<file path="src/rtl/axis_stream_sink.sv">
// ---------------------------------------------------------------------------
// axis_stream_sink
//
// AXI-Stream slave endpoint. It drives a programmable tready backpressure
// pattern, checks every packet against an incrementing data pattern
// (beat n of a packet must carry n mod 2**DATA_WIDTH) and reports a
// per-packet summary plus running totals. It also watches the master for
// AXI-Stream stability violations.
//
// Handshake: a beat transfers at a posedge where axis_tvalid && axis_tready.
// Once the master raises axis_tvalid it must hold it, and keep tdata, tlast
// and tuser stable, until that transfer happens; axis_tready is registered
// and may drop without regard to axis_tvalid.
//
// Ports
//   aclk, areset   clock, synchronous active-high reset
//   axis_tdata     stream data                        (in,  DATA_WIDTH)
//   axis_tvalid    master beat valid                  (in)
//   axis_tready    sink ready, registered             (out)
//   axis_tlast     last beat of packet                (in)
//   axis_tuser     side-band, nonzero marks beat bad  (in,  USER_WIDTH)
//   sink_en        0 holds tready low                 (in)
//   stall_cycles   tready-low cycles after each beat  (in,  STALL_W)
//   pkt_done       1-cycle pulse, packet completed    (out)
//   pkt_len        beats in last packet, saturating   (out, LEN_W)
//   pkt_err        last packet was bad                (out)
//   pkt_count      packets completed, wrapping        (out, 16)
//   err_count      bad packets completed, saturating  (out, 16)
//   proto_err      sticky stability violation         (out)
//   dbg_state      FSM state (0 = RDY, 1 = STALL)      (out)
// ---------------------------------------------------------------------------
module axis_stream_sink #(
    parameter int DATA_WIDTH  = 8,
    parameter int USER_WIDTH  = 1,
    parameter int MAX_PKT_LEN = 256,
    parameter int STALL_W     = 4,
    localparam int LEN_W      = $clog2(MAX_PKT_LEN + 1)
) (
    input  logic                  aclk,
    input  logic                  areset,
    input  logic [DATA_WIDTH-1:0] axis_tdata,
    input  logic                  axis_tvalid,
    output logic                  axis_tready,
    input  logic                  axis_tlast,
    input  logic [USER_WIDTH-1:0] axis_tuser,
    input  logic                  sink_en,
    input  logic [STALL_W-1:0]    stall_cycles,
    output logic                  pkt_done,
    output logic [LEN_W-1:0]      pkt_len,
    output logic                  pkt_err,
    output logic [15:0]           pkt_count,
    output logic [15:0]           err_count,
    output logic                  proto_err,
    output logic                  dbg_state
);

    localparam logic RDY   = 1'b0;
    localparam logic STALL = 1'b1;

    localparam logic [LEN_W-1:0] MAX_LEN = LEN_W'(MAX_PKT_LEN);

    logic                  state_q, state_d;
    logic [STALL_W-1:0]    stall_cnt_q, stall_cnt_d;
    logic                  tready_q, tready_d;
    logic [LEN_W-1:0]      beat_cnt_q, beat_cnt_d;
    logic                  err_flag_q, err_flag_d;
    logic                  pkt_done_q, pkt_done_d;
    logic [LEN_W-1:0]      pkt_len_q, pkt_len_d;
    logic                  pkt_err_q, pkt_err_d;
    logic [15:0]           pkt_count_q, pkt_count_d;
    logic [15:0]           err_count_q, err_count_d;
    logic                  proto_err_q, proto_err_d;

    // Snapshot of a beat that was offered but not taken, used to check that
    // the master holds it unchanged on the following cycle.
    logic                  pend_q;
    logic [DATA_WIDTH-1:0] pend_data_q;
    logic                  pend_last_q;
    logic [USER_WIDTH-1:0] pend_user_q;

    logic                  accept;
    logic                  beat_bad;
    logic [DATA_WIDTH-1:0] exp_data;
    logic                  violation;

    always_comb begin
        accept   = axis_tvalid && tready_q;
        exp_data = DATA_WIDTH'(beat_cnt_q);
        // A beat arriving while beat_cnt already sits at MAX_LEN is overlength.
        beat_bad = (axis_tdata != exp_data) || (|axis_tuser) || (beat_cnt_q == MAX_LEN);

        // Backpressure FSM
        state_d     = state_q;
        stall_cnt_d = stall_cnt_q;
        case (state_q)
            RDY: begin
                if (accept && (stall_cycles != '0)) begin
                    state_d     = STALL;
                    stall_cnt_d = stall_cycles;
                end
            end
            STALL: begin
                // Leaving at cnt==1 yields exactly stall_cycles low cycles.
                if (stall_cnt_q == STALL_W'(1)) begin
                    state_d     = RDY;
                    stall_cnt_d = '0;
                end else begin
                    stall_cnt_d = stall_cnt_q - 1'b1;
                end
            end
            default: begin
                state_d     = RDY;
                stall_cnt_d = '0;
            end
        endcase
        tready_d = (state_d == RDY) && sink_en;

        // Packet checker
        beat_cnt_d  = beat_cnt_q;
        err_flag_d  = err_flag_q;
        pkt_done_d  = 1'b0;
        pkt_len_d   = pkt_len_q;
        pkt_err_d   = pkt_err_q;
        pkt_count_d = pkt_count_q;
        err_count_d = err_count_q;
        if (accept) begin
            if (axis_tlast) begin
                // Close the packet and start the next one on the same edge.
                pkt_done_d  = 1'b1;
                pkt_len_d   = (beat_cnt_q == MAX_LEN) ? MAX_LEN : beat_cnt_q + 1'b1;
                pkt_err_d   = err_flag_q || beat_bad;
                pkt_count_d = pkt_count_q + 16'd1;
                if ((err_flag_q || beat_bad) && (err_count_q != 16'hFFFF)) begin
                    err_count_d = err_count_q + 16'd1;
                end
                beat_cnt_d = '0;
                err_flag_d = 1'b0;
            end else begin
                if (beat_cnt_q != MAX_LEN) begin
                    beat_cnt_d = beat_cnt_q + 1'b1;
                end
                err_flag_d = err_flag_q || beat_bad;
            end
        end

        // Stability monitor
        violation = pend_q && (!axis_tvalid ||
                               (axis_tdata != pend_data_q) ||
                               (axis_tlast != pend_last_q) ||
                               (axis_tuser != pend_user_q));
        proto_err_d = proto_err_q || violation;
    end

    always_ff @(posedge aclk) begin
        if (areset) begin
            state_q     <= RDY;
            stall_cnt_q <= '0;
            tready_q    <= 1'b0;
            beat_cnt_q  <= '0;
            err_flag_q  <= 1'b0;
            pkt_done_q  <= 1'b0;
            pkt_len_q   <= '0;
            pkt_err_q   <= 1'b0;
            pkt_count_q <= '0;
            err_count_q <= '0;
            proto_err_q <= 1'b0;
            pend_q      <= 1'b0;
            pend_data_q <= '0;
            pend_last_q <= 1'b0;
            pend_user_q <= '0;
        end else begin
            state_q     <= state_d;
            stall_cnt_q <= stall_cnt_d;
            tready_q    <= tready_d;
            beat_cnt_q  <= beat_cnt_d;
            err_flag_q  <= err_flag_d;
            pkt_done_q  <= pkt_done_d;
            pkt_len_q   <= pkt_len_d;
            pkt_err_q   <= pkt_err_d;
            pkt_count_q <= pkt_count_d;
            err_count_q <= err_count_d;
            proto_err_q <= proto_err_d;
            pend_q      <= axis_tvalid && !tready_q;
            pend_data_q <= axis_tdata;
            pend_last_q <= axis_tlast;
            pend_user_q <= axis_tuser;
        end
    end

    assign axis_tready = tready_q;
    assign pkt_done    = pkt_done_q;
    assign pkt_len     = pkt_len_q;
    assign pkt_err     = pkt_err_q;
    assign pkt_count   = pkt_count_q;
    assign err_count   = err_count_q;
    assign proto_err   = proto_err_q;
    assign dbg_state   = state_q;

endmodule

</file>
<file path="config.mk">
export PLATFORM = sky130hd
export DESIGN_NAME = axis_stream_sink
export DESIGN_NICKNAME = d
export VERILOG_FILES = /design/src/rtl/axis_stream_sink.sv
export SDC_FILE = /design/constraint.sdc
export NUM_CORES = 1
export LEC_CHECK = 0
export ABC_AREA = 1
export CAP_MARGIN = 15
export CORE_MARGIN = 1.5
export CORE_UTILIZATION = 35
export CTS_BUF_LIST = sky130_fd_sc_hd__clkbuf_8
export CTS_CLUSTER_SIZE = 30
export DETAILED_ROUTE_END_ITERATION = 12
export HOLD_SLACK_MARGIN = 0.03
export PLACE_DENSITY = 0.65
export SLEW_MARGIN = 10
export SYNTH_ARGS = -nofsm -noshare
export SYNTH_HDL_FRONTEND = slang
export SYNTH_SLANG_ARGS = --single-unit
</file>
<file path="constraint.sdc">
create_clock -name aclk -period 4.75 [get_ports aclk]
set_input_delay 1.425 -clock aclk [delete_from_list [all_inputs] [get_ports aclk]]
set_output_delay 1.425 -clock aclk [all_outputs]
set_load 0.05 [all_outputs]
</file>
==> results_dict.tcl, run 1 <==
set metrics [dict create \
    intPower_mw 1.09 \
    antenna_found_initial 0 \
    die_area_mm2 0.0113 \
    nFillCells 1033 \
    holdWs_ns 0.457 \
    finalSetupTns_ns 0 \
    period_share 0.656 \
    dr_wl_met2_mm 4.02 \
    grt_pass1_wl_mm 15.0 \
    ys_seq_area_frac 0.381 \
    yosys-top-cells-area "dfxtp_1 38%, nand2_1 12%, inv_1 6.3%, nor2_1 6.0%, nand3_1 3.4%" \
    nNetsFinal 605 \
    hold_class "reg -> reg" \
    wl_met1_mm 4.31 \
    clk_path_buf_depth 2 \
    leakage_nw 1.86 \
    critPathBufInv 1 \
    power_mw 1.41 \
    arrival_ns 1.69 \
    pre_cts_slack_ns 1.29 \
    place_congestion 0.843 \
    fmax_mhz 321 \
    drt-initial-drc-count 128 \
    cts_root_buf "clkbuf_8" \
    slowest_stage "clkdlybuf4s50_1" \
    critPathTopFamily "buffers and inverters" \
    cts.repair.resized 0 \
    core_mm2 0.0103 \
    slowest_delay_ns 0.86 \
    yosys.area.top_type "dfxtp_1" \
    drive_gt1_frac 0.118 \
    ios 64 \
    synth_seq_cells 71 \
    grt_pass1_vias 3314 \
    drv_slew 0 \
    synth_edf_count 0 \
    routedWlPerCell_um 12.3 \
    overflow 0 \
    hold_viol_final 0 \
    num_vias 3474 \
    mostFrequentLayoutCells "122 x nand2_1, 71 x dfxtp_1, 63 x inv_1, 62 x clkdlybuf4s50_1, 60 x nor2_1" \
    area_growth_pct 26.7 \
    place_inst 706 \
    yosysTopAreaCellShare 0.381 \
    yosysWarnings 0 \
    clock_sinks 71 \
    wl_mm 8.88 \
    status "complete, no violations" \
    synth_area_mm2 0.00373 \
    async_flop_share 0 \
    rsz0062_at_grt "no" \
    stdcell_count 722 \
    maxSlewHeadroom 0.507 \
    ctsHoldBuffers 0 \
    post-cts-setup-buffer-count 0 \
    switchingPower_mw 0.323 \
    ys.flop_type "dfxtp_1" \
    top_layer "met4" \
    critical_path_required_ns 3.32 \
    drv_cap 0 \
    p_clk_frac 0.472 \
    critPathLaunchType "register" \
    end_kind "primary output" \
    cts_tree "done" \
    antenna_cells 0 \
    via_per_inst 4.81 \
    seq_power_share 0.441 \
    clk-insertion-delay-late_ns 0.35 \
    io_buffers 63 \
    final_common_cell "nand2_1" \
    synth_cells 522 \
    rows 37 \
    path_max_fanout 6 \
    combinationalPowerShare 0.086 \
    switching_share 0.229 \
    crit_type "reg -> out" \
    grt_usage 0.164 \
    syn-num-nets 546 \
    period_needed_ns 3.12 \
    die_h_um 106 \
    grt_max_degree 45 \
    start_util 0.361 \
    clock_skew_ns 0.0146 \
    path_clk_slew_ns 0.09 \
    drt_pass1_iterations 4 \
    synthDistinctLibCells 37 \
    tightest_slew_ns 0.739 \
    peakVddDrop_mv 0.200 \
    htreeDepth 3 \
    dieWidth_um 106 \
    avgSynthCellArea_um2 7.14 \
    cts_made_buffers 9 \
    ant_nets 0 \
    drc 0 \
    wl_met3_um 325 \
    hpwl_mm 6.33 \
    setup_viol 0 \
    p_per_area_mw_per_mm2 299 \
    path_cells "clkdlybuf4s50_1" \
    worst_slack_ns 1.63 \
]
## cells by family after synthesis
logic type                 Yosys count  share of synthesized area
AOI/OAI and AO/OA                   59                     0.0953
xor gates and xnor gates            22                     0.0517
adders and majority gates            6                     0.0201
buffers and inverters               84                     0.0926
DFF                                 71                      0.381
and+or+nand+nor                    280                      0.359
## through the flow
step	util	instance area (um2)
2_1_floorplan	-	3730
3_3_place_gp	0.430	4440
3_5_place_dp	0.430	4440
4_1_cts	0.457	4720
5_1_grt	0.457	4720
6_report	0.457	4720
## cell usage after synthesis, types with 2 or more instances
library cell  count
nand3_2           5
buf_4             2
nand3_1          25
or2_2             4
nand4_1          18
xor2_1           13
nor3_1           15
nor2_8            2
nor2_2            9
nor2_4            6
buf_6             2
a21oi_1          23
a21oi_2           7
o22ai_1           3
a211oi_1          3
o31ai_1           4
nor2_1           60
ha_1              6
clkbuf_1          7
inv_1            63
inv_2             4
o21ai_0          12
dfxtp_1          71
o21ai_1           2
xnor2_1           9
nand2_2          12
nand2_1         122
buf_2             4
## final timing paths
path | startpoint | endpoint | slack, ns | cells after the start
worst min register to register | pkt_len[7] | pkt_len[7] | 0.46 | 2
worst max-delay path | err_count[4] | err_count[4] | 1.63 | 1
worst max register to register | beat_cnt_q[0] | err_count[7] | 2.55 | 12
worst min-delay path | pkt_len[7] | pkt_len[7] | 0.46 | 2
## area by class of cell
cell class	count	area (um2)	share of cell area
inverters	68	258	0.0546
clock buffers	11	151	0.0321
clock inverters	5	128	0.0270
flip-flops and latches	71	1420	0.301
repair buffers	64	633	0.134
multi-input cells	367	1960	0.415
well taps	136	170	0.0360
## sequential cells by signal, summed over array words and instances, names as in the netlist, 4 cells and up
signal and flops:
stall_cnt_q 4, pkt_len 9, pend_data_q 8, err_count 16, beat_cnt_q 9, pkt_count 16
## per-layer routing
layer	up-vias	global-route usage
met5	-	0
met4	0	0.0792
li1	1788	-
met3	19	0.0300
met1	1597	0.210
met2	70	0.267
## worst register-to-register path, stage by stage, from the launching register on
cell and delay, ns:
dfxtp_1 0.39, inv_1 0.12, ha_1 0.22, nand2_1 0.07
inv_1 0.04, nand2_1 0.06, nor2_2 0.05, nor2_1 0.11
nand3_2 0.40, nand3_2 0.43, nand2_1 0.09, nand2_1 0.06
nor2_1 0.05
## power groups by stage
| stage | clock network [mW] | registers [mW] | logic [mW] |
|---|---|---|---|
| finish | 0.666 | 0.622 | 0.121 |
| global route | 0.706 | 0.624 | 0.135 |
| CTS | 0.684 | 0.622 | 0.123 |
| detailed placement | 0 | 0.636 | 0.122 |
| global placement | 0 | 0.635 | 0.119 |
| floorplan | 0 | 0.646 | 0.0699 |
Note: power is estimated with default switching activity, not from simulation.
==> run 2, diff against run 1 <==
==> constraint.sdc (replaced) <==
create_clock -name aclk -period 3.3 [get_ports aclk]
set_input_delay 0.99 -clock aclk [delete_from_list [all_inputs] [get_ports aclk]]
set_output_delay 0.99 -clock aclk [all_outputs]
set_load 0.05 [all_outputs]
==> results_dict.tcl, run 2 (synthesized netlist as in run 1, its figures left out) <==
set metrics [dict create \
    nNetsFinal 607 \
    clk-insertion-delay-late_ns 0.34 \
    antenna_found_initial 0 \
    period_needed_ns 2.66 \
    cts.repair.resized 0 \
    peakVddDrop_mv 0.233 \
    path_cells "clkdlybuf4s50_1" \
    period_share 0.807 \
    hold_viol_final 0 \
    drv_slew 0 \
    switching_share 0.252 \
    path_max_fanout 6 \
    start_util 0.361 \
    core_mm2 0.0103 \
    grt_usage 0.171 \
    clock_sinks 71 \
    num_vias 3514 \
    post-cts-setup-buffer-count 0 \
    p_clk_frac 0.414 \
    arrival_ns 1.67 \
    fmax_mhz 375 \
    drt_pass1_iterations 4 \
    hpwl_mm 6.48 \
    htreeDepth 3 \
    switchingPower_mw 0.460 \
    path_clk_slew_ns 0.08 \
    combinationalPowerShare 0.096 \
    slowest_stage "clkdlybuf4s50_1" \
    io_buffers 63 \
    rsz0062_at_grt "no" \
    power_mw 1.83 \
    ctsHoldBuffers 0 \
    crit_type "reg -> out" \
    area_growth_pct 25.3 \
    routedWlPerCell_um 12.5 \
    clock_skew_ns 0.00568 \
    critical_path_required_ns 2.31 \
    grt_pass1_vias 3443 \
    cts_made_buffers 9 \
    end_kind "primary output" \
    slowest_delay_ns 0.86 \
    via_per_inst 4.85 \
    wl_mm 9.07 \
    die_h_um 106 \
    mostFrequentLayoutCells "122 x nand2_1, 71 x dfxtp_1, 64 x inv_1, 62 x clkdlybuf4s50_1, 60 x nor2_1" \
    drive_gt1_frac 0.119 \
    overflow 0 \
    dieWidth_um 106 \
    drc 0 \
    setup_viol 0 \
    seq_power_share 0.490 \
    final_common_cell "nand2_1" \
    ios 64 \
    clk_path_buf_depth 2 \
    drt-initial-drc-count 173 \
    grt_max_degree 45 \
    critPathLaunchType "register" \
    tightest_slew_ns 0.561 \
    maxSlewHeadroom 0.625 \
    cts_tree "done" \
    p_per_area_mw_per_mm2 391 \
    nFillCells 1025 \
    drv_cap 0 \
    grt_pass1_wl_mm 15.6 \
    intPower_mw 1.37 \
    hold_class "reg -> reg" \
    leakage_nw 1.84 \
    critPathTopFamily "buffers and inverters" \
    finalSetupTns_ns 0 \
    place_congestion 0.846 \
    critPathBufInv 1 \
    status "complete, no violations" \
    ant_nets 0 \
    cts_root_buf "clkbuf_8" \
    antenna_cells 0 \
    die_area_mm2 0.0113 \
    rows 37 \
]
run 2: layout make-up:
| type | instances | area [um2] | share of cell area |
|---|---|---|---|
| Multi-Input combinational cell | 367 | 1960 | 0.420 |
| Sequential cell | 71 | 1420 | 0.304 |
| Timing Repair Buffer | 66 | 648 | 0.139 |
| Inverter | 68 | 258 | 0.0552 |
| Tap cell | 136 | 170 | 0.0364 |
| Clock buffer | 9 | 124 | 0.0265 |
| Clock inverter | 7 | 88.8 | 0.0190 |
run 2: final timing paths:
check | slack, ns | end | cells after the start | start
worst max-delay path | 0.64 | err_count[13] | 1 | err_count[13]
worst max register to register | 1.26 | err_count[2] | 12 | beat_cnt_q[0]
worst min register to register | 0.46 | pkt_len[1] | 2 | pkt_len[1]
worst min-delay path | 0.46 | pkt_len[1] | 2 | pkt_len[1]
run 2: through the flow:
| stage | setup WS [ns] | hold slack (ns) | instance area [um2] | utilization | instances |
|---|---|---|---|---|---|
| detailed placement | 0.367 | 0.448 | 4460 | 0.432 | 708 |
| floorplan | 1.27 | 0.438 | 3730 | - | 522 |
| global route | 0.557 | 0.485 | 4670 | 0.452 | 724 |
| finish | 0.637 | 0.463 | 4670 | 0.452 | 724 |
| CTS | 0.612 | 0.466 | 4670 | 0.452 | 724 |
| global placement | 0.488 | 0.441 | 4460 | 0.432 | 708 |
run 2: worst register-to-register path: cells and delay by family (launching register included):
| kind | cells | cell delay [ns] |
|---|---|---|
| flip-flops | 1 | 0.41 |
| AND/OR/NAND/NOR | 9 | 1.16 |
| adder cells (fa/ha/maj) | 1 | 0.22 |
| buffers and inverters | 2 | 0.16 |
run 2: routing by layer:
metal	global-route usage	routed length, um	vias to the layer above
met1	0.208	4230	1648
met3	0.0362	349	11
met5	0	0	-
li1	-	-	1785
met2	0.292	4370	70
met4	0.0676	121	0
run 2: power by group through the flow:
| stage | registers [mW] | logic [mW] | clock network, mW |
|---|---|---|---|
| final | 0.895 | 0.175 | 0.756 |
| after global routing | 0.898 | 0.196 | 0.806 |
| after CTS | 0.895 | 0.176 | 0.774 |
| after detailed placement | 0.915 | 0.175 | 0 |
| after global placement | 0.915 | 0.172 | 0 |
| after floorplan | 0.930 | 0.101 | 0 |
